===== config.mk =====
export PLATFORM = sky130hd
export DESIGN_NAME = uart_tx_param
export DESIGN_NICKNAME = d
export VERILOG_FILES = /design/src/rtl/uart_tx_param_pkg.sv /design/src/rtl/uart_tx_fifo.sv /design/src/rtl/uart_tx_param.sv
export SDC_FILE = /design/constraint.sdc
export NUM_CORES = 1
export LEC_CHECK = 0
export BUFFER_PORTS_ARGS = -buffer_cell sky130_fd_sc_hd__buf_2
export CORE_UTILIZATION = 56
export CTS_BUF_LIST = sky130_fd_sc_hd__clkbuf_8
export DETAILED_ROUTE_END_ITERATION = 7
export MAX_ROUTING_LAYER = met4
export PLACE_DENSITY = 0.8
export SYNTH_ARGS = -nofsm -noshare
export SYNTH_HDL_FRONTEND = slang
export SYNTH_SLANG_ARGS = --single-unit

===== constraint.sdc =====
create_clock -name clk -period 2.3 [get_ports clk]
set_input_delay 0.115 -clock clk [delete_from_list [all_inputs] [get_ports clk]]
set_output_delay 0.115 -clock clk [all_outputs]
set_load 0.02 [all_outputs]

===== src/rtl/uart_tx_param_pkg.sv =====
// rtl/uart_tx_param_pkg.sv - shared types for the parametrised UART transmitter
package uart_tx_param_pkg;

    typedef logic bit_t;

    typedef enum logic [1:0] {
        PARITY_NONE,
        PARITY_EVEN,
        PARITY_ODD
    } parity_mode_e;

    // State names carry a prefix so they never collide with the PARITY parameter
    typedef enum logic [2:0] {
        ST_IDLE,
        ST_START,
        ST_DATA,
        ST_PARITY,
        ST_STOP
    } tx_state_e;

    // Initial parity accumulator value: odd parity starts inverted
    function automatic bit_t parity_seed(input parity_mode_e mode);
        return bit_t'(mode == PARITY_ODD);
    endfunction

endpackage


===== src/rtl/uart_tx_fifo.sv =====
// rtl/uart_tx_fifo.sv - synchronous word FIFO with registered full/empty/count
module uart_tx_fifo #(
    parameter int unsigned WIDTH = 8,
    parameter int unsigned DEPTH = 4
) (
    input  logic                       clk,
    input  logic                       rst,
    input  logic                       push,
    input  logic                       pop,
    input  logic [WIDTH-1:0]           wdata,
    output logic [WIDTH-1:0]           rdata,
    output logic                       full,
    output logic                       empty,
    output logic [$clog2(DEPTH):0]     count
);
    localparam int unsigned AW = $clog2(DEPTH);

    logic [WIDTH-1:0] mem [DEPTH];
    logic [AW:0]      wr_ptr_q, wr_ptr_d;
    logic [AW:0]      rd_ptr_q, rd_ptr_d;
    logic [AW:0]      count_q, count_d;
    logic             full_q, full_d;
    logic             empty_q, empty_d;
    logic             push_ok;
    logic             pop_ok;

    assign push_ok = push && !full_q;
    assign pop_ok  = pop && !empty_q;
    assign rdata   = mem[rd_ptr_q[AW-1:0]];
    assign full    = full_q;
    assign empty   = empty_q;
    assign count   = count_q;

    // Next pointers; the extra MSB tells full from empty when the indices match
    always_comb begin
        wr_ptr_d = wr_ptr_q + (AW+1)'(push_ok);
        rd_ptr_d = rd_ptr_q + (AW+1)'(pop_ok);
        count_d  = wr_ptr_d - rd_ptr_d;
        empty_d  = (wr_ptr_d == rd_ptr_d);
        full_d   = (wr_ptr_d[AW] != rd_ptr_d[AW]) &&
                   (wr_ptr_d[AW-1:0] == rd_ptr_d[AW-1:0]);
    end

    // Pointer and flag registers
    always_ff @(posedge clk or posedge rst) begin
        if (rst) begin
            wr_ptr_q <= '0;
            rd_ptr_q <= '0;
            count_q  <= '0;
            full_q   <= 1'b0;
            empty_q  <= 1'b1;
        end else begin
            wr_ptr_q <= wr_ptr_d;
            rd_ptr_q <= rd_ptr_d;
            count_q  <= count_d;
            full_q   <= full_d;
            empty_q  <= empty_d;
        end
    end

    // Storage array, written only on an accepted push
    always_ff @(posedge clk) begin
        if (push_ok) begin
            mem[wr_ptr_q[AW-1:0]] <= wdata;
        end
    end

endmodule


===== src/rtl/uart_tx_param.sv =====
// rtl/uart_tx_param.sv - parametrised UART transmitter with transmit FIFO
module uart_tx_param
    import uart_tx_param_pkg::*;
#(
    parameter int unsigned  DATA_WIDTH   = 8,
    parameter int unsigned  CLKS_PER_BIT = 16,
    parameter parity_mode_e PARITY       = PARITY_NONE,
    parameter int unsigned  STOP_BITS    = 1,
    parameter int unsigned  FIFO_DEPTH   = 4
) (
    input  logic                          clk,
    input  logic                          reset,
    input  logic                          transmit,
    input  logic [DATA_WIDTH-1:0]         data,
    output logic                          ready,
    output logic                          serial_output,
    output logic                          busy,
    output logic                          baud_tick,
    output logic                          overflow,
    output logic [$clog2(FIFO_DEPTH):0]   fifo_count
);
    localparam int unsigned CNT_W = $clog2(CLKS_PER_BIT);
    localparam int unsigned IDX_W = $clog2(DATA_WIDTH);
    localparam int unsigned FC_W  = $clog2(FIFO_DEPTH) + 1;

    tx_state_e             state_q, state_d;
    logic [CNT_W-1:0]      cnt_q, cnt_d;
    logic [IDX_W-1:0]      idx_q, idx_d;
    logic [DATA_WIDTH-1:0] shreg_q, shreg_d;
    bit_t                  par_q, par_d;
    bit_t                  line_q, line_d;
    logic                  busy_q, busy_d;
    logic                  tick_q, tick_d;
    logic                  ovf_q, ovf_d;

    logic                  fifo_full;
    logic                  fifo_empty;
    logic [DATA_WIDTH-1:0] fifo_rdata;
    logic                  pop;
    logic                  load;
    logic                  tick;
    logic                  push_ok;
    logic [FC_W-1:0]       count_next;

    uart_tx_fifo #(
        .WIDTH (DATA_WIDTH),
        .DEPTH (FIFO_DEPTH)
    ) u_fifo (
        .clk   (clk),
        .rst   (reset),
        .push  (transmit),
        .pop   (pop),
        .wdata (data),
        .rdata (fifo_rdata),
        .full  (fifo_full),
        .empty (fifo_empty),
        .count (fifo_count)
    );

    assign ready         = ~fifo_full;
    assign serial_output = line_q;
    assign busy          = busy_q;
    assign baud_tick     = tick_q;
    assign overflow      = ovf_q;

    assign tick    = (state_q != ST_IDLE) && (cnt_q == CNT_W'(CLKS_PER_BIT - 1));
    assign push_ok = transmit && !fifo_full;

    // Frame sequencing: every state and bit advance waits for the end of a bit period
    always_comb begin
        state_d = state_q;
        cnt_d   = (state_q == ST_IDLE || tick) ? '0 : cnt_q + 1'b1;
        idx_d   = idx_q;
        shreg_d = shreg_q;
        par_d   = par_q;
        line_d  = line_q;
        load    = 1'b0;
        case (state_q)
            ST_IDLE: begin
                load = !fifo_empty;
            end
            ST_START: begin
                if (tick) begin
                    state_d = ST_DATA;
                    idx_d   = '0;
                    line_d  = shreg_q[0];
                    par_d   = par_q ^ shreg_q[0];
                end
            end
            ST_DATA: begin
                if (tick) begin
                    if (idx_q == IDX_W'(DATA_WIDTH - 1)) begin
                        idx_d = '0;
                        if (PARITY != PARITY_NONE) begin
                            state_d = ST_PARITY;
                            line_d  = par_q;
                        end else begin
                            state_d = ST_STOP;
                            line_d  = 1'b1;
                        end
                    end else begin
                        idx_d   = idx_q + 1'b1;
                        shreg_d = shreg_q >> 1;
                        line_d  = shreg_q[1];
                        par_d   = par_q ^ shreg_q[1];
                    end
                end
            end
            ST_PARITY: begin
                if (tick) begin
                    state_d = ST_STOP;
                    idx_d   = '0;
                    line_d  = 1'b1;
                end
            end
            ST_STOP: begin
                if (tick) begin
                    if (idx_q == IDX_W'(STOP_BITS - 1)) begin
                        load    = !fifo_empty;
                        state_d = ST_IDLE;
                        line_d  = 1'b1;
                    end else begin
                        idx_d = idx_q + 1'b1;
                    end
                end
            end
            default: begin
                state_d = ST_IDLE;
                line_d  = 1'b1;
            end
        endcase
        // A pop starts the next frame immediately so back-to-back words have no gap
        if (load) begin
            state_d = ST_START;
            cnt_d   = '0;
            shreg_d = fifo_rdata;
            par_d   = parity_seed(PARITY);
            line_d  = 1'b0;
        end
        pop        = load;
        count_next = fifo_count + FC_W'(push_ok) - FC_W'(pop);
        busy_d     = (state_d != ST_IDLE) || (count_next != '0);
        tick_d     = (state_d != ST_IDLE) && (cnt_d == CNT_W'(CLKS_PER_BIT - 1));
        ovf_d      = transmit && fifo_full;
    end

    // FSM and registered outputs
    always_ff @(posedge clk or posedge reset) begin
        if (reset) begin
            state_q <= ST_IDLE;
            cnt_q   <= '0;
            idx_q   <= '0;
            shreg_q <= '0;
            par_q   <= 1'b0;
            line_q  <= 1'b1;
            busy_q  <= 1'b0;
            tick_q  <= 1'b0;
            ovf_q   <= 1'b0;
        end else begin
            state_q <= state_d;
            cnt_q   <= cnt_d;
            idx_q   <= idx_d;
            shreg_q <= shreg_d;
            par_q   <= par_d;
            line_q  <= line_d;
            busy_q  <= busy_d;
            tick_q  <= tick_d;
            ovf_q   <= ovf_d;
        end
    end

endmodule

Word-level counts from Yosys, hierarchy flattened
Memory sizes are Yosys's and may differ from the RTL's.
Cells that the tools add are included.
{"block": "word_totals", "n_memories": 1, "latchBits": 0, "register_bits": 33, "inputBits": 11, "mem_bits_ro": 0, "mem_bits_rw": 32, "out_inout_bits": 8}
{"memory": "u_fifo.mem", "words": 4, "width": 8, "rd": 1, "rd_ports_with_merged_regs": 0, "write_ports": 1, "line": "uart_tx_fifo.sv:18", "rtl": "logic [WIDTH-1:0] mem [DEPTH];"}
{"block": "op_classes", "shift": 0, "eq_ne": 21, "n_reduce_logical": 22, "order_cmp": 0, "mux": 33, "n_bitwise": 1, "addsub": 7, "multipliers": 0, "div": 0}
{"operator": "2-to-1 mux 3 bit", "n": 12}
{"operator": "2-to-1 mux 8 bit", "n": 4}
{"operator": "!= test 3 x 2 -> 1 bit, second input constant", "n": 5}
{"operator": "one-hot mux 3 bit (5 select lines)", "n": 1}
{"operator": "nonzero test 3 bit", "n": 4}
{"operator": "2-to-1 mux 1 bit", "n": 11}
{"operator": "adder 3 x 1 -> 3 bit", "n": 3}
{"operator": "one-hot mux 3 bit (3 select lines)", "n": 1}
{"operator": "== test 4 bit, second input constant", "n": 2}
{"operator": "2-to-1 mux 4 bit", "n": 2}
{"operator": "== test 3 x 2 -> 1 bit, second input constant", "n": 2}
{"operator": "== test 3 bit, second input constant", "n": 2}
{"operator": "logical AND 1 bit", "n": 6}
{"operator": "logical NOT 3 bit", "n": 2}
{"operator": "!= test 2 x 1 -> 1 bit, second input constant", "n": 3}
{"operator": "!= test 2 bit, second input constant", "n": 3}
{"operator": "AND reduction 6 bit", "n": 1}
{"operator": "one-hot mux 1 bit (5 select lines)", "n": 1}
{"operator": "AND reduction 5 bit", "n": 1}
{"operator": "adder 4 x 1 -> 4 bit, second input constant", "n": 1}
{"operator": "nonzero test 2 bit", "n": 2}
{"operator": "adder 3 x 1 -> 3 bit, second input constant", "n": 1}
{"operator": "== test 3 x 1 -> 1 bit, second input constant", "n": 1}
{"operator": "== test 3 bit", "n": 1}
{"operator": "10 further kinds", "n": 12}

Depth between registers and ports, before layout
{"block": "depth", "word_depth": 8, "mapped_depth": 12, "ltp_nobuf": 11}

By module
From an unflattened synthesis, not the netlist that was laid out.
{"block": "unflattened", "hier_cells": 199, "area_unflattened_um2": 2856.5}
{"mod": "uart_tx_fifo", "instances": 1, "area_each_um2": 1625.3, "seq_area_each_um2": 1237.4, "cells_per_inst": 80}
{"mod": "uart_tx_param", "instances": 1, "area_each_um2": 1231.2, "seq_area_each_um2": 551.8, "cells_per_inst": 119}

Worst setup path before layout
No wires, ideal clock.
{"block": "synth_path", "kind": "register -> register", "start": "register cnt_q[0]", "end": "register u_fifo.count_q[2] (netlist: u_fifo.count[2])", "t_arrival_ns": 2.315, "path_slack_ns": -0.095, "t_required_ns": 2.220, "path_stages_with_launch": 12, "setup_ns": 0.080, "path_cell_list": "dfrtp_1 ha_1 and4b_1 a31oi_2 buf_6 inv_2 ha_1 ha_1 xnor2_1 ha_1 a21oi_1 xnor2_1"}
{"block": "synth_via", "elab_chain_len": 7}
{"element": "start, declared", "line": "uart_tx_param.sv:27", "rtl": "logic [CNT_W-1:0] cnt_q, cnt_d;"}
{"element": "start signal, assigned", "line": "uart_tx_param.sv:161", "rtl": "cnt_q <= cnt_d;"}
{"element": "== test 4 bit", "line": "uart_tx_param.sv:66", "rtl": "assign tick = (state_q != ST_IDLE) && (cnt_q == CNT_W'(CLKS_PER_BIT - 1));"}
{"element": "logical AND 1 bit", "line": "uart_tx_param.sv:66"}
{"element": "2-to-1 mux 1 bit", "line": "uart_tx_param.sv:117", "rtl": "if (tick) begin"}
{"element": "one-hot mux 1 bit (2 select lines)", "line": "uart_tx_param.sv:78", "rtl": "case (state_q)"}
{"element": "logical AND 1 bit", "line": "uart_tx_fifo.sv:28", "rtl": "assign pop_ok = pop && !empty_q;"}
{"element": "adder 3 x 1 -> 3 bit", "line": "uart_tx_fifo.sv:37", "rtl": "rd_ptr_d = rd_ptr_q + (AW+1)'(pop_ok);"}
{"element": "named net u_fifo.rd_ptr_d[1]", "line": "uart_tx_fifo.sv:20", "rtl": "logic [AW:0] rd_ptr_q, rd_ptr_d;"}
{"element": "subtractor 3 bit", "line": "uart_tx_fifo.sv:38", "rtl": "count_d = wr_ptr_d - rd_ptr_d;"}
{"element": "named net u_fifo.count_d[2]", "line": "uart_tx_fifo.sv:21", "rtl": "logic [AW:0] count_q, count_d;"}
{"element": "end signal, assigned", "line": "uart_tx_fifo.sv:55", "rtl": "count_q <= count_d;"}
{"element": "end, declared", "line": "uart_tx_fifo.sv:21"}
The timed path passes the listed nets, and every way through them passes these cells.
A chain may end at the register's enable or synchronous reset.

Worst setup path after layout
{"block": "layout_path", "start": "register idx_q[0]", "end": "register busy_q (netlist: busy)"}
{"block": "layout_via", "elab_chain_len": 7}
{"element": "start, declared", "line": "uart_tx_param.sv:28", "rtl": "logic [IDX_W-1:0] idx_q, idx_d;"}
{"element": "start signal, assigned", "line": "uart_tx_param.sv:162", "rtl": "idx_q <= idx_d;"}
{"element": "logical NOT 3 bit / == test 3 bit (equally long branches)", "line": "uart_tx_param.sv:118, uart_tx_param.sv:92"}
{"element": "2-to-1 mux 1 bit (tied with other cells)", "line": "uart_tx_param.sv:118", "rtl": "if (idx_q == IDX_W'(STOP_BITS - 1)) begin"}
{"element": "2-to-1 mux 1 bit (tied with other cells)", "line": "uart_tx_param.sv:117"}
{"element": "one-hot mux 1 bit (2 select lines) / one-hot mux 3 bit (5 select lines) (equally long branches)", "line": "uart_tx_param.sv:78"}
{"element": "subtractor 3 x 1 -> 3 bit / 2-to-1 mux 3 bit (equally long branches)", "line": "uart_tx_param.sv:141, uart_tx_param.sv:133"}
{"element": "nonzero test 3 bit", "line": "uart_tx_param.sv:142", "rtl": "busy_d = (state_d != ST_IDLE) || (count_next != '0);"}
{"element": "logical OR 1 bit (*)", "line": "uart_tx_param.sv:142"}
{"element": "named net busy_d", "line": "uart_tx_param.sv:32", "rtl": "logic busy_q, busy_d;"}
{"element": "end signal, assigned", "line": "uart_tx_param.sv:166", "rtl": "busy_q <= busy_d;"}
{"element": "end, declared", "line": "uart_tx_param.sv:32"}
The timed path passes the listed nets; every way through them passes the cells marked *.

==> results.md <==
* Worst endpoint data arrival time at roughly 2.5 ns
* R2r endpoint: busy
* Top delay family on crit path: simple AND/OR/NAND/NOR gates
* DR iter-0 viols at 59
* Crit path time final at 2.26 ns
* Chip width at 74.6 um
* RSZ-0062 raised after global routing: true
* Overall power at 4.68 mW
* Post-Syn Instances at ~210
* Pleak at about 1.5 nW
* Ys flop type: edfxtp_1
* Ant. Diodes at 0
* Clock latency on the worst-skew pair at 0.35 ns
* Initial antenna violation count at 0
* Vias in the first global route at 1701
* Longest Clk Path Bufs at 2
* Worst clock skew at 0.0104 ns
* Maximum VDD drop at 1080 uV
* Status: complete, no violations
* CP required at 2.52 ns
* Synth unique cells at 41
* Post-Syn Nets at 229
* Max-slew violation total from the final report at 0
* Slowest stage delay, CP at roughly 0.38 ns
* H-tree Lvls at 3
* F_max at 0.442 GHz
* Count leader, synth: edfxtp_1
* Power per cell area at between 1000 and 1500 nW/um^2
* Max FO, Critical Path at 3
* Fin worst setup slack at 0.0384 ns
* Synth Area in Compound Gates at 0.0534
* MaxCap Viol Count at 0
* Yosys warning count at 0
* WL/cell at about 15 um
* Die area at between 5000 and 6000 um^2
* GR met1 Demand/Resource at 0.227
* Buffers & Inverters on Critical Path at 1
* Number of buffers inserted by port buffering at 18
* Fin crit share at 0.983
* Met2 Use GR at 0.346
* Top post-synthesis cells by area: edfxtp_1 33%, dfrtp_1 26%, mux4_2 6.1%, ha_1 4.7%, mux2i_1 3.7%
* Cell area after layout at about 3600 um^2
* FP Rows at 26
* Crit-path cells: inv_2, ha_4, and2b_2, a31oi_4, or2_4, nand2_4, ha_4, fa_2, xnor2_2, nor3_2, nand2_1
* Synthesized area at 2950 um^2
* CTS tree: built
* Crit end category: register
* Setup crit start kind: register
* Final hold violation count at 0
* Async S/R FF share, synth at 0.508
* CTS buffer count at 9
* Max-Slew Margin vs Limit at 0.650
* Synth area leader: edfxtp_1
* Global-route wire length before repair at 7730 um
* Starting density of the core at 0.578
* Hold Crit Class: in -> async
* Busiest grt layer: met2
* Reg-to-Reg Start: idx_q[0]
* Largest family of logic cells by synthesized area: simple AND/OR/NAND/NOR gates
* Top cell type's share of synthesized area at 0.325
* Via Count at roughly 1700
* Worst-path clk slew at 0.08 ns
* Critical path class: reg -> reg
* Critical-path top delay cell: dfrtp_1
* EDFF count, synth at 32
* Least-Margin Pin Slew at approximately 0.52 ns
* Final WL at 5010 um
* Most used cell, CP: ha_4
* Largest net degree at the start of global routing at 34
* XOR/XNOR Fraction of Synth Area at 0.0267
* Simple-Gate Fraction of Synth Area at 0.119
* Root Driver: clkbuf_8
* R2R cell count at 11
* Synth Area in Adders at 0.0534
* Layout cells sized above 1 at 0.354
* Clock Sinks at 65
* Reg2Reg Setup Slack at 0.04 ns
* Sequential share of the synthesized area at 0.606
* #FFs+latches synth at 65
* All-Layer GR Usage at 0.206
* Io pins at 19
* Placement Setup Slack at -0.0334 ns
* Met3 Use GR at 0.0602
* Mean Syn Cell Area at 14.3 um^2
* Dpl cell area at 3180 um^2
* Vert. Die Dim at ~75 um
* Setup violators final at 0
* Post-synthesis mux area share at 0.0983
* Hpwl dp at 3220 um
* Remaining global-route overflow at 0
* Antenna-violating nets left at 0
* Avg Vias per Cell at 5.23
* GPL Wtd Cong at 0.791
* Post-synth top cells: 32 x edfxtp_1, 31 x dfrtp_1, 16 x nor2_1
* Synthesis-to-finish area growth at 21.4%
* Final nets at around 280
* First-pass DRT Iterations at 4
* Core ar. at 5110 um^2
* DRC errors left at 0
-- through the flow --
| step | instances | utilization | hold slack [ns] | TNS, ns |
|---|---|---|---|---|
| CTS | 326 | 0.687 | 0.389 | 0 |
| floorplan | 206 | - | 0.214 | 0 |
| global route | 330 | 0.702 | 0.412 | -0.0647 |
| detailed placement | 298 | 0.623 | 0.221 | -0.0569 |
| global placement | 298 | 0.623 | 0.220 | 0 |
| finish | 330 | 0.702 | 0.386 | 0 |
-- routing by layer --
layer	routed length, um	up-vias
li1	-	840
met1	2110	852
met2	2670	25
met3	145	9
met4	85	0
met5	0	-
-- cell families (layout without fill, tap and decap cells) --
family	after synthesis	count (layout)
fa+ha+maj	12	12
buf+inv	22	76
compound gates	25	25
simple gates	54	54
mux	19	19
xor+xnor	9	9
flops	65	65
-- layout make-up --
cell class,count,area [um^2]
clock buffer,9,124
clock inverter,7,71.3
fill,331,1520
inverter,14,52.6
multi-input combinational,119,1130
sequential,65,1790
tap,70,87.6
timing repair buffer,46,329
-- state kept, by name, indices dropped and copies added (netlist names) --
| name | flops |
|---|---|
| serial_output | 1 |
| u_fifo.rd_ptr_q | 3 |
| baud_tick | 1 |
| u_fifo.empty | 1 |
| overflow | 1 |
| u_fifo.mem | 32 |
| state_q | 3 |
| u_fifo.full | 1 |
| u_fifo.wr_ptr_q | 3 |
| idx_q | 3 |
| busy | 1 |
| u_fifo.count | 3 |
| shreg_q | 8 |
| cnt_q | 4 |
-- how the worst max path moves through the flow --
stage               startpoint              end  depth (start not counted)
finish                idx_q[0]             busy                         11
global route          idx_q[0]             busy                         11
CTS                   idx_q[0]             busy                         11
detailed placement    idx_q[0]             busy                         11
floorplan             idx_q[0]  u_fifo.count[2]                         12
global placement      idx_q[0]  u_fifo.count[2]                         12
-- report_power, final --
| part | switching, mW | internal (mW) | total (mW) |
|---|---|---|---|
| combinational | 0.957 | 0.944 | 1.90 |
| sequential | 0.222 | 1.60 | 1.82 |
| clock | 0.459 | 0.498 | 0.957 |
| total | 1.64 | 3.04 | 4.68 |
-- timing repair --
item	4_1_cts	5_1_grt
hold endpoints to repair	64	0
pin swaps	3	9
buffers inserted	2	4
hold buffers	10	0
gates resized for setup	5	11
endpoints found under the setup margin	3	3
-- worst reg2reg max path: stages (launching register included) --
cell	delay [ns]
dfrtp_1	0.38
inv_2	0.06
ha_4	0.15
and2b_2	0.22
a31oi_4	0.21
or2_4	0.17
nand2_4	0.06
ha_4	0.16
fa_2	0.36
xnor2_2	0.14
nor3_2	0.16
nand2_1	0.07
-- layout by cell type, fill, tap and decap left out, types with 4 or more instances in the layout --
cell / synthesis / routed
edfxtp_1: 32 / 32
dfrtp_1: 31 / 31
buf_2: 1 / 18
buf_4: 0 / 17
nor2_1: 16 / 16
mux2i_1: 11 / 11
inv_1: 13 / 11
a21oi_1: 11 / 10
dlygate4sd3_1: 0 / 10
clkbuf_8: 0 / 9
mux4_2: 8 / 8
nand2_1: 7 / 5
ha_1: 11 / 5
o21ai_0: 4 / 4
xor2_1: 4 / 4
Power figures use the tool's default switching activity.
